**src/rtl/pong_pkg.sv**
```systemverilog
`default_nettype none
// ============================================================================
// Module      : pong_pkg
// Description : Shared state encoding and fixed playfield geometry for Pong.
// Revision    : 1.0 - initial release
// ============================================================================
package pong_pkg;

   typedef enum logic [2:0] {
      IDLE  = 3'd0,
      SERVE = 3'd1,
      PLAY  = 3'd2,
      POINT = 3'd3,
      OVER  = 3'd4
   } state_t;

   localparam logic [9:0] c_wall_left   = 10'd10;
   localparam logic [9:0] c_wall_right  = 10'd630;
   localparam logic [9:0] c_wall_top    = 10'd10;
   localparam logic [9:0] c_wall_bottom = 10'd470;
   localparam logic [9:0] c_face_left   = 10'd40;
   localparam logic [9:0] c_face_right  = 10'd600;
   localparam logic [9:0] c_centre_x    = 10'd314;
   localparam logic [9:0] c_centre_y    = 10'd234;
   localparam logic [9:0] c_pad_init    = 10'd190;

endpackage
`default_nettype wire

```
**src/rtl/paddle_ctrl.sv**
```systemverilog
`default_nettype none
// ============================================================================
// Module      : paddle_ctrl
// Description : Saturating up/down paddle tracker, advanced once per frame.
// Revision    : 1.0 - initial release
// ============================================================================
module paddle_ctrl
   import pong_pkg::*;
#(
   parameter int PAD_H    = 100,
   parameter int PAD_STEP = 4
) (
   input  logic       clk,
   input  logic       rst,
   input  logic       i_tick,
   input  logic       i_en,
   input  logic       i_up,
   input  logic       i_down,
   output logic [9:0] o_pos
);

   localparam logic [10:0] c_min  = 11'(c_wall_top);
   localparam logic [10:0] c_max  = 11'(c_wall_bottom) - 11'(PAD_H);
   localparam logic [10:0] c_step = 11'(PAD_STEP);

   logic [9:0]  r_pos;
   logic [10:0] w_pos;

   assign w_pos = {1'b0, r_pos};

   // Opposing buttons cancel, so only a lone press moves the paddle.
   always_ff @(posedge clk or posedge rst) begin
      if (rst) begin
         r_pos <= c_pad_init;
      end else if (i_tick && i_en && (i_up ^ i_down)) begin
         if (i_up)
            r_pos <= (w_pos <= c_min + c_step) ? 10'(c_min) : 10'(w_pos - c_step);
         else
            r_pos <= (w_pos + c_step >= c_max) ? 10'(c_max) : 10'(w_pos + c_step);
      end
   end

   assign o_pos = r_pos;

endmodule
`default_nettype wire

```
**src/rtl/pong_game_ctrl.sv**
```systemverilog
`default_nettype none
// ============================================================================
// Module      : pong_game_ctrl
// Description : Per-frame Pong sequencer: ball motion, paddles, lives, game FSM.
// Revision    : 1.0 - initial release
// ============================================================================
module pong_game_ctrl
   import pong_pkg::*;
#(
   parameter int BALL_SIZE    = 12,
   parameter int BALL_STEP    = 2,
   parameter int PAD_H        = 100,
   parameter int PAD_STEP     = 4,
   parameter int LIVES_INIT   = 7,
   parameter int SERVE_FRAMES = 60
) (
   input  logic       clk,
   input  logic       reset,
   input  logic       frame_tick,
   input  logic       start,
   input  logic       btn_iu,
   input  logic       btn_id,
   input  logic       btn_du,
   input  logic       btn_dd,
   output logic [9:0] posx,
   output logic [9:0] posy,
   output logic [9:0] posbarraiy,
   output logic [9:0] posbarrady,
   output logic [2:0] vidasi,
   output logic [2:0] vidasd,
   output logic [2:0] game_state,
   output logic       game_over
);

   localparam int          c_cnt_w    = (SERVE_FRAMES > 1) ? $clog2(SERVE_FRAMES) : 1;
   localparam logic [c_cnt_w-1:0] c_cnt_last = c_cnt_w'(SERVE_FRAMES - 1);
   localparam logic [10:0] c_size     = 11'(BALL_SIZE);
   localparam logic [10:0] c_step     = 11'(BALL_STEP);
   localparam logic [10:0] c_padh     = 11'(PAD_H);
   localparam logic [9:0]  c_step10   = 10'(BALL_STEP);

   state_t             r_state, w_state_nxt;
   logic [9:0]         r_posx, r_posy, w_posx_nxt, w_posy_nxt;
   logic               r_dx, r_dy, w_dx_nxt, w_dy_nxt;   // dx=1 right, dy=1 down
   logic [2:0]         r_lives_l, r_lives_r, w_lives_l_nxt, w_lives_r_nxt;
   logic [c_cnt_w-1:0] r_cnt, w_cnt_nxt;
   logic               r_loser_left, w_loser_left_nxt;
   logic               r_game_over;
   logic [9:0]         w_pad_l, w_pad_r;
   logic               w_pad_en;

   paddle_ctrl #(.PAD_H(PAD_H), .PAD_STEP(PAD_STEP)) u_pad_l (
      .clk(clk), .rst(reset), .i_tick(frame_tick), .i_en(w_pad_en),
      .i_up(btn_iu), .i_down(btn_id), .o_pos(w_pad_l)
   );

   paddle_ctrl #(.PAD_H(PAD_H), .PAD_STEP(PAD_STEP)) u_pad_r (
      .clk(clk), .rst(reset), .i_tick(frame_tick), .i_en(w_pad_en),
      .i_up(btn_du), .i_down(btn_dd), .o_pos(w_pad_r)
   );

   assign w_pad_en = (r_state == SERVE) || (r_state == PLAY);

   // Ball tests run in 11 bits; paddle overlap uses pre-update paddle values.
   logic [10:0] w_x, w_y, w_pl, w_pr;
   logic        w_y_top, w_y_bot, w_hit_l, w_hit_r, w_miss_l, w_miss_r, w_miss;
   logic [2:0]  w_lives_sel, w_lives_dec;

   assign w_x  = {1'b0, r_posx};
   assign w_y  = {1'b0, r_posy};
   assign w_pl = {1'b0, w_pad_l};
   assign w_pr = {1'b0, w_pad_r};

   assign w_y_top  = !r_dy && (w_y <= 11'(c_wall_top) + c_step);
   assign w_y_bot  =  r_dy && (w_y + c_size >= 11'(c_wall_bottom) - c_step);
   assign w_hit_l  = !r_dx && (w_x >= 11'(c_face_left)) && (w_x - c_step <= 11'(c_face_left))
                     && (w_y + c_size >= w_pl) && (w_y <= w_pl + c_padh);
   assign w_hit_r  =  r_dx && (w_x + c_size <= 11'(c_face_right))
                     && (w_x + c_size + c_step >= 11'(c_face_right))
                     && (w_y + c_size >= w_pr) && (w_y <= w_pr + c_padh);
   assign w_miss_l = !r_dx && (w_x <= 11'(c_wall_left) + c_step);
   assign w_miss_r =  r_dx && (w_x + c_size >= 11'(c_wall_right) - c_step);
   assign w_miss   = !w_hit_l && !w_hit_r && (w_miss_l || w_miss_r);

   assign w_lives_sel = r_loser_left ? r_lives_l : r_lives_r;
   assign w_lives_dec = (w_lives_sel == 3'd0) ? 3'd0 : w_lives_sel - 3'd1;

   always_comb begin
      w_state_nxt      = r_state;
      w_posx_nxt       = r_posx;
      w_posy_nxt       = r_posy;
      w_dx_nxt         = r_dx;
      w_dy_nxt         = r_dy;
      w_lives_l_nxt    = r_lives_l;
      w_lives_r_nxt    = r_lives_r;
      w_cnt_nxt        = r_cnt;
      w_loser_left_nxt = r_loser_left;
      if (frame_tick) begin
         case (r_state)
            IDLE: if (start) w_state_nxt = SERVE;
            SERVE: begin
               w_posx_nxt = c_centre_x;
               w_posy_nxt = c_centre_y;
               if (r_cnt == c_cnt_last) begin
                  w_state_nxt = PLAY;
                  w_cnt_nxt   = '0;
               end else begin
                  w_cnt_nxt = r_cnt + 1'b1;
               end
            end
            PLAY: begin
               if (w_miss) begin
                  w_state_nxt      = POINT;
                  w_loser_left_nxt = w_miss_l;
               end else begin
                  if (w_y_top) begin
                     w_posy_nxt = c_wall_top;
                     w_dy_nxt   = 1'b1;
                  end else if (w_y_bot) begin
                     w_posy_nxt = 10'(c_wall_bottom - 10'(BALL_SIZE));
                     w_dy_nxt   = 1'b0;
                  end else begin
                     w_posy_nxt = r_dy ? r_posy + c_step10 : r_posy - c_step10;
                  end
                  if (w_hit_l) begin
                     w_posx_nxt = c_face_left;
                     w_dx_nxt   = 1'b1;
                  end else if (w_hit_r) begin
                     w_posx_nxt = 10'(c_face_right - 10'(BALL_SIZE));
                     w_dx_nxt   = 1'b0;
                  end else begin
                     w_posx_nxt = r_dx ? r_posx + c_step10 : r_posx - c_step10;
                  end
               end
            end
            POINT: begin
               if (r_loser_left) w_lives_l_nxt = w_lives_dec;
               else              w_lives_r_nxt = w_lives_dec;
               w_dx_nxt    = !r_loser_left;
               w_posx_nxt  = c_centre_x;
               w_posy_nxt  = c_centre_y;
               w_state_nxt = (w_lives_dec == 3'd0) ? OVER : SERVE;
            end
            OVER: begin
               if (start) begin
                  w_lives_l_nxt = 3'(LIVES_INIT);
                  w_lives_r_nxt = 3'(LIVES_INIT);
                  w_state_nxt   = SERVE;
               end
            end
            default: w_state_nxt = IDLE;
         endcase
      end
   end

   always_ff @(posedge clk or posedge reset) begin
      if (reset) begin
         r_state      <= IDLE;
         r_posx       <= c_centre_x;
         r_posy       <= c_centre_y;
         r_dx         <= 1'b1;
         r_dy         <= 1'b1;
         r_lives_l    <= 3'(LIVES_INIT);
         r_lives_r    <= 3'(LIVES_INIT);
         r_cnt        <= '0;
         r_loser_left <= 1'b0;
         r_game_over  <= 1'b0;
      end else begin
         r_state      <= w_state_nxt;
         r_posx       <= w_posx_nxt;
         r_posy       <= w_posy_nxt;
         r_dx         <= w_dx_nxt;
         r_dy         <= w_dy_nxt;
         r_lives_l    <= w_lives_l_nxt;
         r_lives_r    <= w_lives_r_nxt;
         r_cnt        <= w_cnt_nxt;
         r_loser_left <= w_loser_left_nxt;
         r_game_over  <= (w_state_nxt == OVER);
      end
   end

   assign posx       = r_posx;
   assign posy       = r_posy;
   assign posbarraiy = w_pad_l;
   assign posbarrady = w_pad_r;
   assign vidasi     = r_lives_l;
   assign vidasd     = r_lives_r;
   assign game_state = r_state;
   assign game_over  = r_game_over;

endmodule
`default_nettype wire
```
**config.mk**
```make
export PLATFORM = sky130hd
export DESIGN_NAME = pong_game_ctrl
export DESIGN_NICKNAME = d
export VERILOG_FILES = /design/src/rtl/pong_pkg.sv /design/src/rtl/paddle_ctrl.sv /design/src/rtl/pong_game_ctrl.sv
export SDC_FILE = /design/constraint.sdc
export NUM_CORES = 1
export LEC_CHECK = 0
export CORE_ASPECT_RATIO = 1.4
export CORE_MARGIN = 2
export CORE_UTILIZATION = 55
export CTS_BUF_LIST = sky130_fd_sc_hd__clkbuf_4
export DETAILED_ROUTE_END_ITERATION = 10
export GPL_ROUTABILITY_DRIVEN = 0
export PLACE_DENSITY = 0.81
export SLEW_MARGIN = 20
export SYNTH_ARGS = -nofsm -noshare
export SYNTH_HDL_FRONTEND = slang
export SYNTH_HIERARCHICAL = 1
export SYNTH_SLANG_ARGS = --single-unit
```
**constraint.sdc**
```tcl
create_clock -name clk -period 8.8 [get_ports clk]
set_input_delay 1.76 -clock clk [delete_from_list [all_inputs] [get_ports clk]]
set_output_delay 1.76 -clock clk [all_outputs]
set_load 0.01 [all_outputs]
```
==> impl_results.md, run 1 <==
- Worst Path Max Fanout: 15
- Gr ovfl total: 0
- Leading area contributor after synthesis: dfstp_2
- Main synth FF type: dfstp_2
- Total GRT Usage: 0.277
- Num CTS Buffers: 5
- Critical Path AT: 4.60 ns
- Clk sink count: 55
- Vias in the first global route: 5,999
- Worst setup path category: flop to flop
- Final setup TNS: 0 ns
- Share of cells above drive strength 1: 0.101
- Sw Share: 0.512
- Synth warn: 6
- Max transition margin: 0.399
- Pleak: 2.80 nW
- Die H: 132 um
- Largest net degree at the start of global routing: 38
- Delay-heaviest family, CP: compound AO/OA/AOI/OAI gates
- Unrepaired setup endpoints after global routing: false
- Post-Syn Area per Cell: 8.01 um2
- CTS hold repair buffers: 0
- FF-to-FF Start: u_pad_r/o_pos[2]
- Rows: between 40 and 50
- Clock transition at path regs: 0.18 ns
- P_sw: 0.00108 W
- Number of antenna violations at the first check in global routing: 0
- Number of cells on the critical path: 13
- CTS root buf: clkbuf_4
- Die width: 95.1 um
- Die Area: 0.0125 mm2
- TritonCTS clock tree: done
- CORE AREA: 0.0113 mm2
- Total wire length: 17,200 um
- Worst r2r dst: posx[8]
- Post-route clock period utilization: 0.480
- Post-route ant nets: 0
- Clk pwr share: 0.062
- First DRT Iteration DRCs: around 500
- Sequential Power Share: 0.280
- Mapped cell area: 0.00639 mm2
- Worst Setup SP: u_pad_r/o_pos[2]
- Final WS setup: ~4.6 ns
- Comb power frac: 0.659
- Worst r2r path cells: 13
- Cell area after layout: 0.00692 mm2
- P&R area growth vs syn: 8.34%
- # H-tree levels: 2
- CP Cell Sequence: ha_1 -> a21oi_1 -> a21o_1 -> xnor2_1 -> ha_1 -> a211oi_1 -> o21ai_1 -> a2111oi_0 -> nor3_1 -> a211o_1 -> or4_1 -> and3b_4 -> a221o_1
- PwrDens: roughly 310 mW/mm2
- Worst Hold Class: flop to flop
- Drt pass-1 iters: 7
- Placement Cell Area: 0.00686 mm2
- Nets: 884
- Ranking of synthesized cells by area: dfstp_2 12%, ha_1 12%, dfrtp_1 9.8%
- Sequential-to-total area share from yosys stat: 0.221
- Fin util: 0.610
- Flops & latches, synth: 55
- Crit path time final: around 4.2 ns
- Setup crit end: posx[8]
- DP Wirelength: around 13,000 um
- Total chip power: 0.00211 W
- DR WL/cell: 18.0 um
- CP dominant cell by count: ha_1
- Critical Path RT: 9.17 ns
- Port Buffers: 53
- Worst Max-Slew Pin Slew: about 0.90 ns
- Final Hold Fails: 0
- Synth Instances: 798
- Via count: approximately 6.3k
- Total inserted antenna cells: 0
- Synth top area share: 0.123
- Cell variety after synth: 91
- Min-Delay Path Depth: 1
- PostCTS Resize Cnt: 0
- Worst setup EP type: flop
- # Post-CTS Setup Buffers: 0
- MaxCap Viol Count: 0
- # DRC: 0
- Number of synthesized flops with an enable pin: 0
- Max incr delay on CP: 0.76 ns
- IO Count: 58
- Setup slack, reg-to-reg: ~4.6 ns
- First-pass GRT wire length: 28,600 um
- Dpl ws: around 4.7 ns
- Async S/R FF share, synth: 1.00
- Status: complete, no violations
- Maximum clock path buffer count: 2
- Final setup viols: 0
- Maximum resistive drop on vdd: 0.000213 V
- Internal: 0.00103 W
- Achievable Freq: 237 MHz
- Critical-path top delay cell: dfstp_2
- Via/cell ratio: around 6.6
- Slew Viols, Final: 0
- Crit path launch type: flop
- CP Buf/Inv Count: 0
- Initial core utilization: 0.563
- Clock Skew: roughly 0.011 ns
- Insertion delay to the later sink of the worst-skew pair: approximately 0.42 ns
## metal layers
metal,global-route usage,routed length (um)
met1,0.321,6750
met2,0.487,8920
met3,0.0390,838
met4,0.130,744
met5,0,0
## stage by stage
stage | instances | hold WS [ns]
2_1_floorplan | 799 | 0.457
3_3_place_gp | 948 | 0.472
3_5_place_dp | 948 | 0.501
4_1_cts | 956 | 0.528
5_1_grt | 956 | 0.562
6_report | 956 | 0.533
## cells by family after synthesis
| group | count (synthesis) | synth area share |
|---|---|---|
| AND/OR/NAND/NOR | 291 | 0.243 |
| AO/OA/AOI/OAI | 228 | 0.250 |
| buffers and inverters | 98 | 0.0701 |
| adder cells (fa/ha/maj) | 65 | 0.130 |
| flip-flops | 55 | 0.221 |
| XOR/XNOR | 43 | 0.0590 |
| multiplexers | 15 | 0.0255 |
| other | 3 | 0.00176 |
## synth_stat cells, types with 7 or more instances
library cell / n
a211oi_1: 9
a21o_1: 8
a21oi_1: 47
a31oi_1: 7
and3_1: 9
buf_2: 23
clkbuf_1: 15
dfrtp_1: 25
dfstp_2: 30
ha_1: 63
inv_1: 47
mux2_2: 9
nand2_1: 70
nand2b_1: 8
nand3_1: 32
nand3b_1: 7
nand4_1: 13
nor2_1: 60
nor2b_1: 16
nor3_1: 23
o21ai_0: 48
o21ai_1: 9
o31ai_1: 9
xnor2_1: 33
xor2_1: 10
## power by group through the flow
stage	clock [W]	sequential [W]	combinational [W]
3_5_place_dp	0	0.000589	0.00136
6_report	0.000130	0.000590	0.00139
3_3_place_gp	0	0.000579	0.00129
4_1_cts	0.000130	0.000585	0.00137
5_1_grt	0.000139	0.000613	0.00154
2_1_floorplan	0	0.000471	0.00109
## worst min-delay path by stage
stage / start / endpoint
2_1_floorplan: r_cnt[4] / r_cnt[4]
3_3_place_gp: r_cnt[4] / r_cnt[4]
3_5_place_dp: r_cnt[4] / r_cnt[4]
4_1_cts: r_cnt[4] / r_cnt[4]
5_1_grt: r_cnt[5] / r_cnt[5]
6_report: r_cnt[4] / r_cnt[4]
## worst reg2reg max path, stage by stage, from the launching register on
cell	delay (ns)
dfstp_2	0.76
ha_1	0.24
a21oi_1	0.11
a21o_1	0.24
xnor2_1	0.14
ha_1	0.31
a211oi_1	0.25
o21ai_1	0.12
a2111oi_0	0.36
nor3_1	0.11
a211o_1	0.31
or4_1	0.69
and3b_4	0.27
a221o_1	0.28
## state kept, by name, summed over array words and instances (netlist names)
signal and count:
u_pad_l/o_pos 9, u_pad_r/o_pos 9, vidasd 3, r_loser_left 1
r_dy 1, posx 9, r_cnt 6, r_dx 1
game_over 1, vidasi 3, posy 9, game_state 3
## cell type report
cell class                      count  area (um2)
Multi-Input combinational cell    646        4540
Fill cell                         957        4420
Sequential cell                    55        1410
Timing Repair Buffer               55         546
Inverter                           48         180
Tap cell                          144         180
Clock buffer                        5        37.5
Clock inverter                      3        27.5
## layout by cell type, fill, tap and decap left out, types with 9 or more instances in the layout
cell type         n
a211oi_1          9
a21oi_1          47
and3_1            9
clkdlybuf4s50_1  53
dfrtp_1          25
dfstp_2          30
ha_1             63
inv_1            47
mux2_2            9
nand2_1          70
nand3_1          32
nand4_1          13
nor2_1           60
nor2b_1          16
nor3_1           23
o21ai_0          48
o21ai_1           9
o31ai_1           9
xnor2_1          33
xor2_1           10
Power figures use the tool's default switching activity.
==> run 2: changes to the inputs <==
- clock period: 8.8 -> 4 ns (I/O delays scaled with it)
==> impl_results.md, run 2 (synthesized netlist as in run 1, its figures left out) <==
- DR WL/cell: 17.7 um (-1.6%)
- Critical Path AT: 4.08 ns (-0.52 ns)
- Post-route ant nets: 0 (unchanged)
- Worst Hold Class: flop to flop
- Via count: 6,349 (+0.86%)
- Hold Crit Endpoint: r_cnt[4]
- Via/cell ratio: 6.53 (-0.80%)
- P&R area growth vs syn: 10.6%
- Slew Viols, Final: 0 (unchanged)
- Placement Cell Area: 0.00698 mm2 (+1.8%)
- Final setup TNS: 0 ns (unchanged)
- CORE AREA: 0.0113 mm2 (unchanged)
- CP dominant cell by count: ha_1
- Min-Delay Path Depth: 1 (unchanged)
- Achievable Freq: 270 MHz (+14%)
- Critical Path RT: 4.37 ns (-4.80 ns)
- Num CTS Buffers: 5 (unchanged)
- Die H: 132 um (unchanged)
- Register area: 0.00141 mm2 (unchanged)
- Crit path launch type: flop
- Worst Max-Slew Pin Slew: 0.661 ns (-0.240 ns)
- Number of antenna violations at the first check in global routing: 0 (unchanged)
- Worst r2r dst: posx[9]
- Worst Path Max Fanout: 8 (-7)
- TritonCTS clock tree: done
- FF-to-FF Start: u_pad_r/o_pos[2]
- Worst setup path category: flop to flop
- Max transition margin: 0.556 (+0.157)
- Fin util: 0.623 (+0.0125)
- Area of the multi-input gates: 0.00454 mm2 (about the same)
- Total GRT Usage: 0.280 (+0.00344)
- Delay-heaviest family, CP: compound AO/OA/AOI/OAI gates
- Final Hold Fails: 0 (unchanged)
- Insertion delay to the later sink of the worst-skew pair: 0.42 ns (about the same)
- Rows: 46 (unchanged)
- MaxCap Viol Count: 0 (unchanged)
- Fillcell total: 928 (-3.0%)
- Gr ovfl total: 0 (unchanged)
- Worst setup EP type: flop
- Final WS setup: 0.298 ns (-4.28 ns)
- Setup slack, reg-to-reg: 0.30 ns (-4.28 ns)
- Maximum resistive drop on vdd: 0.000484 V (+130%)
- Clock transition at path regs: 0.18 ns (about the same)
- PwrDens: 673 mW/mm2 (+120%)
- First-pass GRT wire length: 28,900 um (+1.2%)
- Hold path startpoint: r_cnt[4]
- Leading cell types in the layout, fill and taps excluded: 70 x nand2_1, 63 x ha_1, 60 x nor2_1
- Dpl ws: 0.335 ns (-4.35 ns)
- DP Wirelength: 13,000 um (+1.4%)
- Share of cells above drive strength 1: 0.120 (+0.0186)
- Drt pass-1 iters: 5 (-2)
- CTS hold repair buffers: 0 (unchanged)
- CP Cell Sequence: ha_1 -> a21oi_1 -> a21o_1 -> xnor2_1 -> ha_1 -> a211oi_1 -> o21ai_1 -> a2111oi_1 -> nor3_1 -> a211o_1 -> or4_1 -> buf_4 -> a31oi_1 -> o22a_1
- Nets: 900 (+1.8%)
- Clock Skew: 0.0119 ns (+0.00107 ns)
- Worst r2r path cells: 14 (+1)
- Vias in the first global route: 6,188 (+3.2%)
- Total wire length: 17,300 um (about the same)
- Unrepaired setup endpoints after global routing: false
- Total inserted antenna cells: 0 (unchanged)
- IO Count: 58 (unchanged)
- Commonest non-fill, non-tap cell in the layout: nand2_1
- Pleak: 2.89 nW (+3.3%)
- CTS root buf: clkbuf_4
- Maximum clock path buffer count: 2 (unchanged)
- First DRT Iteration DRCs: 451 (-11%)
- CP Buf/Inv Count: 1 (+1)
- Initial core utilization: 0.563 (unchanged)
- Status: complete, no violations
- Die Area: 0.0125 mm2 (unchanged)
- Cell area after layout: 0.00706 mm2 (+2.0%)
- Die width: 95.1 um (unchanged)
- Port Buffers: 53 (unchanged)
- Final setup viols: 0 (unchanged)
- Max incr delay on CP: 0.57 ns (-0.19 ns)
- Post-route clock period utilization: 0.925 (+0.445)
- # H-tree levels: 2 (unchanged)
- Clk sink count: 55 (unchanged)
- Critical-path top delay cell: dfstp_2
- # DRC: 0 (unchanged)
- Largest net degree at the start of global routing: 34 (-11%)
- Crit path time final: 3.70 ns (-0.524 ns)
## run 2: area by class of cell
| cell class | count | share of cell area |
|---|---|---|
| clock buffers | 5 | 0.00531 |
| clock inverters | 3 | 0.00673 |
| inverters | 48 | 0.0255 |
| multi-input cells | 646 | 0.643 |
| flip-flops and latches | 55 | 0.200 |
| well taps | 144 | 0.0255 |
| repair buffers | 71 | 0.0942 |
## run 2: worst max path at each step
stage | start | endpoint | slack [ns] | cells after the start
finish | u_pad_r/o_pos[2] | posx[9] | 0.30 | 14
global route | u_pad_r/o_pos[2] | posx[9] | 0.05 | 14
CTS | u_pad_r/o_pos[2] | posx[8] | 0.31 | 13
detailed placement | u_pad_r/o_pos[2] | posx[8] | 0.34 | 13
global placement | u_pad_r/o_pos[2] | posx[8] | 0.46 | 13
floorplan | u_pad_r/o_pos[2] | posx[4] | 0.41 | 14
## run 2: what timing repair did
item,in CTS,in global routing
setup buffers,0,0
resized for setup,0,1
setup endpoints to repair,0,1
## run 2: per-layer routing
layer,global-route usage,vias to the layer above,share of wire
li1,-,2984,-
met1,0.326,3062,0.39
met2,0.496,237,0.53
met3,0.0321,66,0.042
met4,0.135,0,0.042
met5,0,-,0
## run 2: worst register-to-register path: cells and delay by family, from the launching register on
family                   cells  cell delay [ns]
AO/OA/AOI/OAI                8             1.65
XOR/XNOR                     1             0.13
adder cells (fa/ha/maj)      2             0.48
buffers and inverters        1             0.19
flip-flops                   1             0.57
AND/OR/NAND/NOR              2             0.65
## run 2: where the power goes
group / switching [W] / internal [W]
sequential: 0.000353 / 0.000772
combinational: 0.00181 / 0.00149
clock: 0.000198 / 0.000135
## run 2: metrics by stage
step / power (W) / instances / hold WS [ns]
final: 0.00475 / 972 / 0.527
after CTS: 0.00470 / 972 / 0.515
after floorplan: 0.00343 / 799 / 0.457
after global routing: 0.00520 / 972 / 0.537
after detailed placement: 0.00434 / 964 / 0.492
after global placement: 0.00417 / 964 / 0.472
